`config.mk`:
```
export PLATFORM = sky130hd
export DESIGN_NAME = ntr_cmd_ctrl
export DESIGN_NICKNAME = d
export VERILOG_FILES = /design/src/rtl/ntr_cmd_ctrl.sv
export SDC_FILE = /design/constraint.sdc
export NUM_CORES = 1
export LEC_CHECK = 0
export ABC_AREA = 0
export BUFFER_PORTS_ARGS = -buffer_cell sky130_fd_sc_hd__buf_2
export CORE_MARGIN = 2
export CORE_UTILIZATION = 33
export CTS_CLUSTER_SIZE = 8
export DETAILED_ROUTE_END_ITERATION = 12
export PLACE_DENSITY = 0.66
export SYNTH_ARGS = -nofsm -noshare
export SYNTH_HDL_FRONTEND = slang
export SYNTH_SLANG_ARGS = --single-unit
```
`constraint.sdc`:
```
create_clock -name clk -period 3.4 [get_ports clk]
set_input_delay 0.34 -clock clk [delete_from_list [all_inputs] [get_ports clk]]
set_output_delay 0.34 -clock clk [all_outputs]
set_load 0.05 [all_outputs]
```
`src/rtl/ntr_cmd_ctrl.sv`:
```
// Command controller: captures a 64-bit command on the rising edge of cmd_ready,
// decodes it, and either updates the LED or streams response bytes out.
module ntr_cmd_ctrl #(
  parameter logic [31:0] CHIP_ID  = 32'hC20F_0000,
  parameter int          READ_LEN = 16
) (
  input  logic        clk,
  input  logic        rst,
  input  logic [63:0] cmd,
  input  logic        cmd_ready,
  output logic        led,
  output logic [7:0]  resp_data,
  output logic        resp_valid,
  input  logic        resp_ack,
  output logic        busy,
  output logic [7:0]  err_count,
  output logic [15:0] cmd_count
);

  // Handshake: a byte moves in any cycle where resp_valid & resp_ack are both high;
  // resp_valid/resp_data stay put until then, and resp_ack is ignored otherwise.

  typedef enum logic [1:0] {
    S_IDLE,
    S_DECODE,
    S_STREAM,
    S_WAIT_RELEASE
  } state_t;

  localparam logic [8:0] READ_LEN_W = 9'(READ_LEN);

  state_t      state_q, state_d;
  logic        cmd_ready_q, cmd_ready_d;
  logic [63:0] cap_q, cap_d;
  logic        led_q, led_d;
  logic [7:0]  resp_data_q, resp_data_d;
  logic        resp_valid_q, resp_valid_d;
  logic [7:0]  err_count_q, err_count_d;
  logic [15:0] cmd_count_q, cmd_count_d;
  logic [8:0]  idx_q, idx_d;

  logic        rise;
  logic [7:0]  opcode;
  logic [8:0]  stream_len;
  logic [1:0]  err_inc;
  logic [8:0]  err_sum;
  logic [8:0]  idx_next;
  logic        unused_cap;

  assign unused_cap = ^{cap_q[63:57], cap_q[55:16]};

  function automatic logic [7:0] stream_byte(input logic [7:0] opc,
                                             input logic [7:0] base,
                                             input logic [7:0] i);
    logic [31:0] id;
    id = CHIP_ID;
    if (opc == 8'h90) return id[{i[1:0], 3'b000} +: 8];
    else              return base + i;
  endfunction

  always_comb begin
    state_d      = state_q;
    cmd_ready_d  = cmd_ready;
    cap_d        = cap_q;
    led_d        = led_q;
    resp_data_d  = resp_data_q;
    resp_valid_d = resp_valid_q;
    cmd_count_d  = cmd_count_q;
    idx_d        = idx_q;
    err_inc      = 2'd0;

    rise       = cmd_ready & ~cmd_ready_q;
    opcode     = cap_q[7:0];
    stream_len = (opcode == 8'h90) ? 9'd4 : READ_LEN_W;
    idx_next   = idx_q + 9'd1;

    case (state_q)
      S_IDLE: begin
        if (rise) begin
          cap_d       = cmd;
          cmd_count_d = cmd_count_q + 16'd1;
          state_d     = S_DECODE;
        end
      end
      S_DECODE: begin
        case (opcode)
          8'hFF: begin
            led_d   = cap_q[56];
            state_d = S_WAIT_RELEASE;
          end
          8'h9F: state_d = S_WAIT_RELEASE;
          8'h90, 8'hB7: begin
            idx_d        = 9'd0;
            resp_valid_d = 1'b1;
            resp_data_d  = stream_byte(opcode, cap_q[15:8], 8'd0);
            state_d      = S_STREAM;
          end
          default: begin
            err_inc = err_inc + 2'd1;
            state_d = S_WAIT_RELEASE;
          end
        endcase
      end
      S_STREAM: begin
        if (resp_valid_q && resp_ack) begin
          if (idx_next == stream_len) begin
            resp_valid_d = 1'b0;
            state_d      = S_WAIT_RELEASE;
          end else begin
            idx_d       = idx_next;
            resp_data_d = stream_byte(opcode, cap_q[15:8], idx_next[7:0]);
          end
        end
      end
      S_WAIT_RELEASE: begin
        if (!cmd_ready) state_d = S_IDLE;
      end
      default: state_d = S_IDLE;
    endcase

    // An edge arriving while a command is in flight is dropped as an overrun.
    if (rise && (state_q != S_IDLE)) err_inc = err_inc + 2'd1;

    err_sum     = {1'b0, err_count_q} + {7'd0, err_inc};
    err_count_d = err_sum[8] ? 8'hFF : err_sum[7:0];
  end

  always_ff @(posedge clk) begin
    if (rst) begin
      state_q      <= S_IDLE;
      cmd_ready_q  <= 1'b1;
      cap_q        <= 64'd0;
      led_q        <= 1'b0;
      resp_data_q  <= 8'd0;
      resp_valid_q <= 1'b0;
      err_count_q  <= 8'd0;
      cmd_count_q  <= 16'd0;
      idx_q        <= 9'd0;
    end else begin
      state_q      <= state_d;
      cmd_ready_q  <= cmd_ready_d;
      cap_q        <= cap_d;
      led_q        <= led_d;
      resp_data_q  <= resp_data_d;
      resp_valid_q <= resp_valid_d;
      err_count_q  <= err_count_d;
      cmd_count_q  <= cmd_count_d;
      idx_q        <= idx_d;
    end
  end

  assign led        = led_q;
  assign resp_data  = resp_data_q;
  assign resp_valid = resp_valid_q;
  assign busy       = (state_q != S_IDLE);
  assign err_count  = err_count_q;
  assign cmd_count  = cmd_count_q;

endmodule
```
==> run metrics, run 1 <==
Placement Setup Slack=240 ps; area of the mapped netlist=0.00339 mm^2; clock tree from TritonCTS=done; average routed wire per standard cell=13.0 um; number of buffers added on ports=55; class of the tightest hold or removal check=primary input to register; Worst Hold Margin=223 ps; horizontal extent of the die=105 um; worst vdd rail ir drop=0.000363 V; filler cell count in the final layout=1,058; clock net sink count=63; final wirelength=7.88 mm; cell at the root of the clock tree=sky130_fd_sc_hd__clkbuf_8; WP data arrival=3430 ps; setup-violating endpoint count in the final report=0; via count of the first global-routing pass=3,001; relative area change from synthesis to final layout=19.8%; Die Y-Extent=105 um; Tot GR Track Use=15.0%; CTS hold repair buffers=0; minimum setup slack in the final design=230 ps; power per unit of standard cell area=537 mW/mm^2; number of H-tree branching levels=3; most common library cell in the layout ignoring fill and taps=sky130_fd_sc_hd__dfxtp_1; Via Count=3,073; clock-pin slew on the worst setup and hold paths=80 ps; placed wire-length estimate=5.82 mm; Remaining Overflow, GRT=0; number of clock buffers inserted by TritonCTS=9; global-route track usage on met1=18.3%; final hold violation count=0; number of iterations in the first detailed-routing pass=4; met2 track demand over resource in global routing=25.9%; clock tree buffer depth=2; Antenna Nets Post-Route=0; largest net degree at the start of global routing=39; met3 capacity usage during global routing=4.27%; fraction of the yosys area taken by sequential cells=37.2%; DRC=0; post-synth net total=499; gpl congestion=0.790; slew at the pin closest to its max-slew limit=703 ps; number of antenna violations at the first check in global routing=0; WP data required=3660 ps; source-to-sink clock delay at the later pin of the worst-skew pair=340 ps; yosys synthesis warning count=0; Setup Crit Path Kind=register to register; share of flip-flops with an asynchronous set or reset after synthesis=0%; via density per instance=5.06; core footprint=0.0101 mm^2; Total Die Area=0.0111 mm^2; time the worst path needs with I/O delays and setup=3170 ps; count of maximum capacitance violations=0; number of nets in the final layout=554; period utilization=93.2%; share of cells above drive strength 1=19.7%; number of max-slew violations in the final report=0; number of distinct library cells after synthesis=53; average size of a mapped cell=8.25 um^2; count of standard-cell rows=37; RSZ-0062 raised after global routing=no; relative max-transition margin=53.1%; post-route clock skew=9.02 ps; nature of the critical path endpoint=register; drt first-iter violations=169; sort of element at the start of the critical path=register; sum of negative setup slack=0 ps; static leakage power=1.67 nW; count of buffers added by post-CTS timing repair for setup=0; most used flip-flop cell after synthesis=sky130_fd_sc_hd__dfxtp_1; highest-count cells in the layout ignoring fill and taps=sky130_fd_sc_hd__dfxtp_1 (63), sky130_fd_sc_hd__buf_2 (55), sky130_fd_sc_hd__nand2_1 (54), sky130_fd_sc_hd__a21oi_1 (40), sky130_fd_sc_hd__nor2_1 (36); antenna diode count=0; Gate Count Post-Synth=411; Max FO, Critical Path=10; FMAX=0.315 GHz; status=finished clean; Most Used Layer, Global Route=met2; synthesis-stage register bit count=63; initial cell density of the core=33.4%; total power after layout=2.18 mW; number of enable-type register cells in the synthesized netlist=0; io pins=103; wire length of the first global-routing pass=13.7 mm
-- where the power goes --
group,internal [mW],switching [mW]
Combinational,0.201,0.398
Clock,0.436,0.314
Sequential,0.792,0.0396
-- layout make-up --
| cell class | count | area [um^2] | share of cell area (%) |
|---|---|---|---|
| clock inverter | 6 | 92.6 | 2.28 |
| clock buffer | 10 | 138 | 3.39 |
| timing repair buffer | 65 | 350 | 8.62 |
| multi-input combinational | 312 | 1990 | 49.1 |
| tap | 136 | 170 | 4.19 |
| inverter | 15 | 56.3 | 1.39 |
| sequential | 63 | 1260 | 31.0 |
-- sequential cells by signal, summed over array words and instances (netlist names) --
name,count
cap_q,17
cmd_count,16
idx_q,9
led,1
resp_valid,1
state_q,2
cmd_ready_q,1
err_count,8
resp_data,8
-- kinds of logic after synthesis --
kind of cell    Yosys count  share of synthesized area [%]
flops                    63                           37.2
buf+inv                  36                           4.13
xor+xnor                 32                           8.27
fa+ha+maj                20                           7.82
mux                       5                           1.51
simple gates            159                           22.8
compound gates           96                           18.3
-- layer usage --
metal / wire length, um / vias to the layer above / share of wire [%]
met1: 3640 / 1423 / 46
met4: 62 / 0 / 0.79
met2: 3690 / 82 / 47
met5: 0 / - / 0
li1: - / 1562 / -
met3: 486 / 6 / 6.2
-- synth_stat cells, types with 2 or more instances --
| cell | instances | area, um^2 |
|---|---|---|
| sky130_fd_sc_hd__or3_1 | 4 | 25.0 |
| sky130_fd_sc_hd__nand4bb_1 | 2 | 22.5 |
| sky130_fd_sc_hd__buf_2 | 4 | 20.0 |
| sky130_fd_sc_hd__nor3_1 | 3 | 15.0 |
| sky130_fd_sc_hd__nor2_1 | 36 | 135 |
| sky130_fd_sc_hd__nand3_1 | 19 | 95.1 |
| sky130_fd_sc_hd__nor2b_1 | 2 | 12.5 |
| sky130_fd_sc_hd__mux2i_1 | 4 | 40.0 |
| sky130_fd_sc_hd__o21ai_0 | 10 | 50.1 |
| sky130_fd_sc_hd__a21boi_0 | 2 | 15.0 |
| sky130_fd_sc_hd__dfxtp_1 | 63 | 1260 |
| sky130_fd_sc_hd__nand2_1 | 54 | 203 |
| sky130_fd_sc_hd__xor2_1 | 20 | 175 |
| sky130_fd_sc_hd__o21ai_1 | 2 | 10.0 |
| sky130_fd_sc_hd__a211oi_1 | 5 | 37.5 |
| sky130_fd_sc_hd__o41ai_1 | 5 | 43.8 |
| sky130_fd_sc_hd__fa_1 | 2 | 40.0 |
| sky130_fd_sc_hd__o311ai_0 | 4 | 35.0 |
| sky130_fd_sc_hd__nor3b_1 | 3 | 22.5 |
| sky130_fd_sc_hd__nand4_1 | 7 | 43.8 |
| sky130_fd_sc_hd__or2_2 | 6 | 37.5 |
| sky130_fd_sc_hd__inv_1 | 15 | 56.3 |
| sky130_fd_sc_hd__a21o_1 | 6 | 45.0 |
| sky130_fd_sc_hd__and3_1 | 8 | 50.1 |
| sky130_fd_sc_hd__ha_1 | 18 | 225 |
| sky130_fd_sc_hd__clkbuf_1 | 16 | 60.1 |
| sky130_fd_sc_hd__a22oi_1 | 4 | 30.0 |
| sky130_fd_sc_hd__o21a_1 | 2 | 15.0 |
| sky130_fd_sc_hd__o211ai_1 | 4 | 30.0 |
| sky130_fd_sc_hd__nand2b_1 | 6 | 37.5 |
| sky130_fd_sc_hd__xnor2_1 | 12 | 105 |
| sky130_fd_sc_hd__a311oi_1 | 3 | 26.3 |
| sky130_fd_sc_hd__a21oi_1 | 40 | 200 |
-- through the flow --
stage               cell area [um^2]  util, %  std cells
floorplan                       3390        -        411
global placement                3830     37.8        591
detailed placement              3830     37.8        591
CTS                             4060     40.0        607
global route                    4060     40.1        607
finish                          4060     40.1        607
-- path summary, 6_finish.rpt --
path	startpoint	endpoint	slack (ps)	depth (start not counted)
worst max-delay path	idx_q[2]$_SDFFE_PP0P_	resp_data[7]$_SDFFE_PP0P_	230	10
worst min-delay path	cmd_ready	cmd_ready_q$_SDFF_PP1_	220	2
worst max register to register	idx_q[2]$_SDFFE_PP0P_	resp_data[7]$_SDFFE_PP0P_	230	10
worst min register to register	cap_q[56]$_SDFFE_PP0P_	led$_SDFFE_PP0P_	460	2
-- worst max-delay path: stages, from the launching register on --
cell                       delay [ps]
sky130_fd_sc_hd__dfxtp_1          510
sky130_fd_sc_hd__nand3_1          220
sky130_fd_sc_hd__xnor2_1          220
sky130_fd_sc_hd__ha_1             300
sky130_fd_sc_hd__a21o_1           190
sky130_fd_sc_hd__a21oi_1          180
sky130_fd_sc_hd__a21oi_1          110
sky130_fd_sc_hd__or4b_2           690
sky130_fd_sc_hd__a211o_1          280
sky130_fd_sc_hd__and3_1           180
sky130_fd_sc_hd__a211oi_1         210
-- repair_timing --
action | in CTS | in global routing
gates resized for setup | 0 | 2
hold endpoints to repair | 0 | 0
setup endpoints to repair | 0 | 7
(Power assumes the default switching activity.)
==> inputs of run 2 (changes only) <==
- CORE_ASPECT_RATIO: not set -> 0.5
- GPL_ROUTABILITY_DRIVEN: not set -> 0
==> run metrics, run 2 (synthesized netlist as in run 1, its figures left out) <==
Total Die Area=0.0112 mm^2; count of standard-cell rows=26; final hold violation count=0; clock-pin slew on the worst setup and hold paths=50 ps; largest net degree at the start of global routing=53; RSZ-0062 raised after global routing=no; static leakage power=1.72 nW; relative area change from synthesis to final layout=22.6%; sum of negative setup slack=0 ps; Setup Crit Path Kind=register to register; Clock Power Share=41.5%; final wirelength=7.93 mm; count of maximum capacitance violations=0; number of iterations in the first detailed-routing pass=4; number of max-slew violations in the final report=0; number of resized instances in the post-cts repair step=0; Worst Hold Margin=230 ps; number of antenna violations at the first check in global routing=0; Remaining Overflow, GRT=0; number of nets in the final layout=553; sort of element at the start of the critical path=register; highest-count cells in the layout ignoring fill and taps=sky130_fd_sc_hd__dfxtp_1 (63), sky130_fd_sc_hd__buf_2 (55), sky130_fd_sc_hd__nand2_1 (54), sky130_fd_sc_hd__a21oi_1 (40), sky130_fd_sc_hd__nor2_1 (36); internal power of the cells=1.67 mW; Antenna Nets Post-Route=0; Die Y-Extent=75.7 um; FMAX=0.318 GHz; source-to-sink clock delay at the later pin of the worst-skew pair=340 ps; Max FO, Critical Path=7; combinational share of power=24.4%; period utilization=92.5%; horizontal extent of the die=147 um; WP data arrival=3390 ps; most common library cell in the layout ignoring fill and taps=sky130_fd_sc_hd__dfxtp_1; sw power=0.770 mW; average routed wire per standard cell=13.0 um; post-route clock skew=9.20 ps; Largest register FFs=17; CTS hold repair buffers=0; number of clock buffers inserted by TritonCTS=9; number of stages on the worst hold path=2; register with the most flip-flops=cap_q; multi-input gate area in the final layout=0.00199 mm^2; nature of the critical path endpoint=register; status=finished clean; number of H-tree branching levels=3; cell at the root of the clock tree=sky130_fd_sc_hd__clkbuf_16; drt first-iter violations=171; part of the power in registers=34.0%; setup-violating endpoint count in the final report=0; share of cells above drive strength 1=19.4%; io pins=103; number of buffers added on ports=55; initial cell density of the core=33.6%; WP data required=3650 ps; clock net sink count=63; worst vdd rail ir drop=0.000236 V; time the worst path needs with I/O delays and setup=3150 ps; Via Count=2,961; via count of the first global-routing pass=2,738; class of the tightest hold or removal check=primary input to register; clock tree from TritonCTS=done; core footprint=0.0101 mm^2; switching part of the total power=31.5%; relative max-transition margin=42.7%; via density per instance=4.85; clock tree buffer depth=2; count of buffers added by post-CTS timing repair for setup=0; wire length of the first global-routing pass=12.8 mm; antenna diode count=0; filler cell count in the final layout=1,054; Tot GR Track Use=14.7%; DRC=0; placed wire-length estimate=5.65 mm; power per unit of standard cell area=588 mW/mm^2; slew at the pin closest to its max-slew limit=859 ps; combined flip-flop and latch cell area=0.00126 mm^2; worst reg-to-reg path cell count=11
-- run 2: changes by cell type in the layout (fill, tap and decap cells not counted), sizes merged --
cell      delta
clkinvlp     -2
buf          -1
clkbuf       +1
clkinv       +1
-- run 2: final timing paths --
| kind | from | to | slack [ps] |
|---|---|---|---|
| worst min register to register | cap_q[56]$_SDFFE_PP0P_ | led$_SDFFE_PP0P_ | 450 |
| worst max-delay path | idx_q[0]$_SDFFE_PP0P_ | resp_data[7]$_SDFFE_PP0P_ | 250 |
| worst min-delay path | cmd_ready | cmd_ready_q$_SDFF_PP1_ | 230 |
| worst max register to register | idx_q[0]$_SDFFE_PP0P_ | resp_data[7]$_SDFFE_PP0P_ | 250 |
-- run 2: per-stage QoR --
stage          cells  setup slack [ps]  area [um^2]  total power [mW]  utilization, %
4_1_cts          610               237         4160              2.47            41.2
2_1_floorplan    411               206         3390              1.30               -
6_report         610               254         4160              2.44            41.2
3_5_place_dp     594               263         3820              1.45            37.9
3_3_place_gp     594               311         3820              1.44            37.9
5_1_grt          610              49.7         4160              2.57            41.2
-- run 2: metal layers --
| layer | track usage [%] | up-vias | share of wire (%) |
|---|---|---|---|
| met4 | 5.56 | 0 | 0.97 |
| met3 | 4.43 | 9 | 3.7 |
| met1 | 18.0 | 1347 | 49 |
| met2 | 25.0 | 52 | 46 |
| li1 | - | 1553 | - |
| met5 | 0 | - | 0 |
-- run 2: power groups by stage --
stage / sequential (mW) / combinational (mW) / clock [mW]
finish: 0.831 / 0.597 / 1.01
global route: 0.840 / 0.659 / 1.07
CTS: 0.833 / 0.601 / 1.03
detailed placement: 0.848 / 0.597 / 0
global placement: 0.846 / 0.590 / 0
floorplan: 0.942 / 0.356 / 0
-- run 2: final cells by class --
type                    count  share of cell area (%)
clock buffers              11                    6.08
repair buffers             64                    8.25
inverters                  15                    1.35
multi-input cells         312                    47.9
flip-flops and latches     63                    30.3
clock inverters             5                    1.90
well taps                 140                    4.21
-- run 2: worst max-delay path: stages, from the launching register on --
cell	delay [ps]
sky130_fd_sc_hd__dfxtp_1	460
sky130_fd_sc_hd__ha_1	210
sky130_fd_sc_hd__nand3_1	140
sky130_fd_sc_hd__inv_1	90
sky130_fd_sc_hd__nand3_1	150
sky130_fd_sc_hd__xnor2_1	180
sky130_fd_sc_hd__ha_1	320
sky130_fd_sc_hd__a21o_1	200
sky130_fd_sc_hd__or4b_2	650
sky130_fd_sc_hd__a211o_1	280
sky130_fd_sc_hd__and3_1	170
sky130_fd_sc_hd__a211oi_1	210
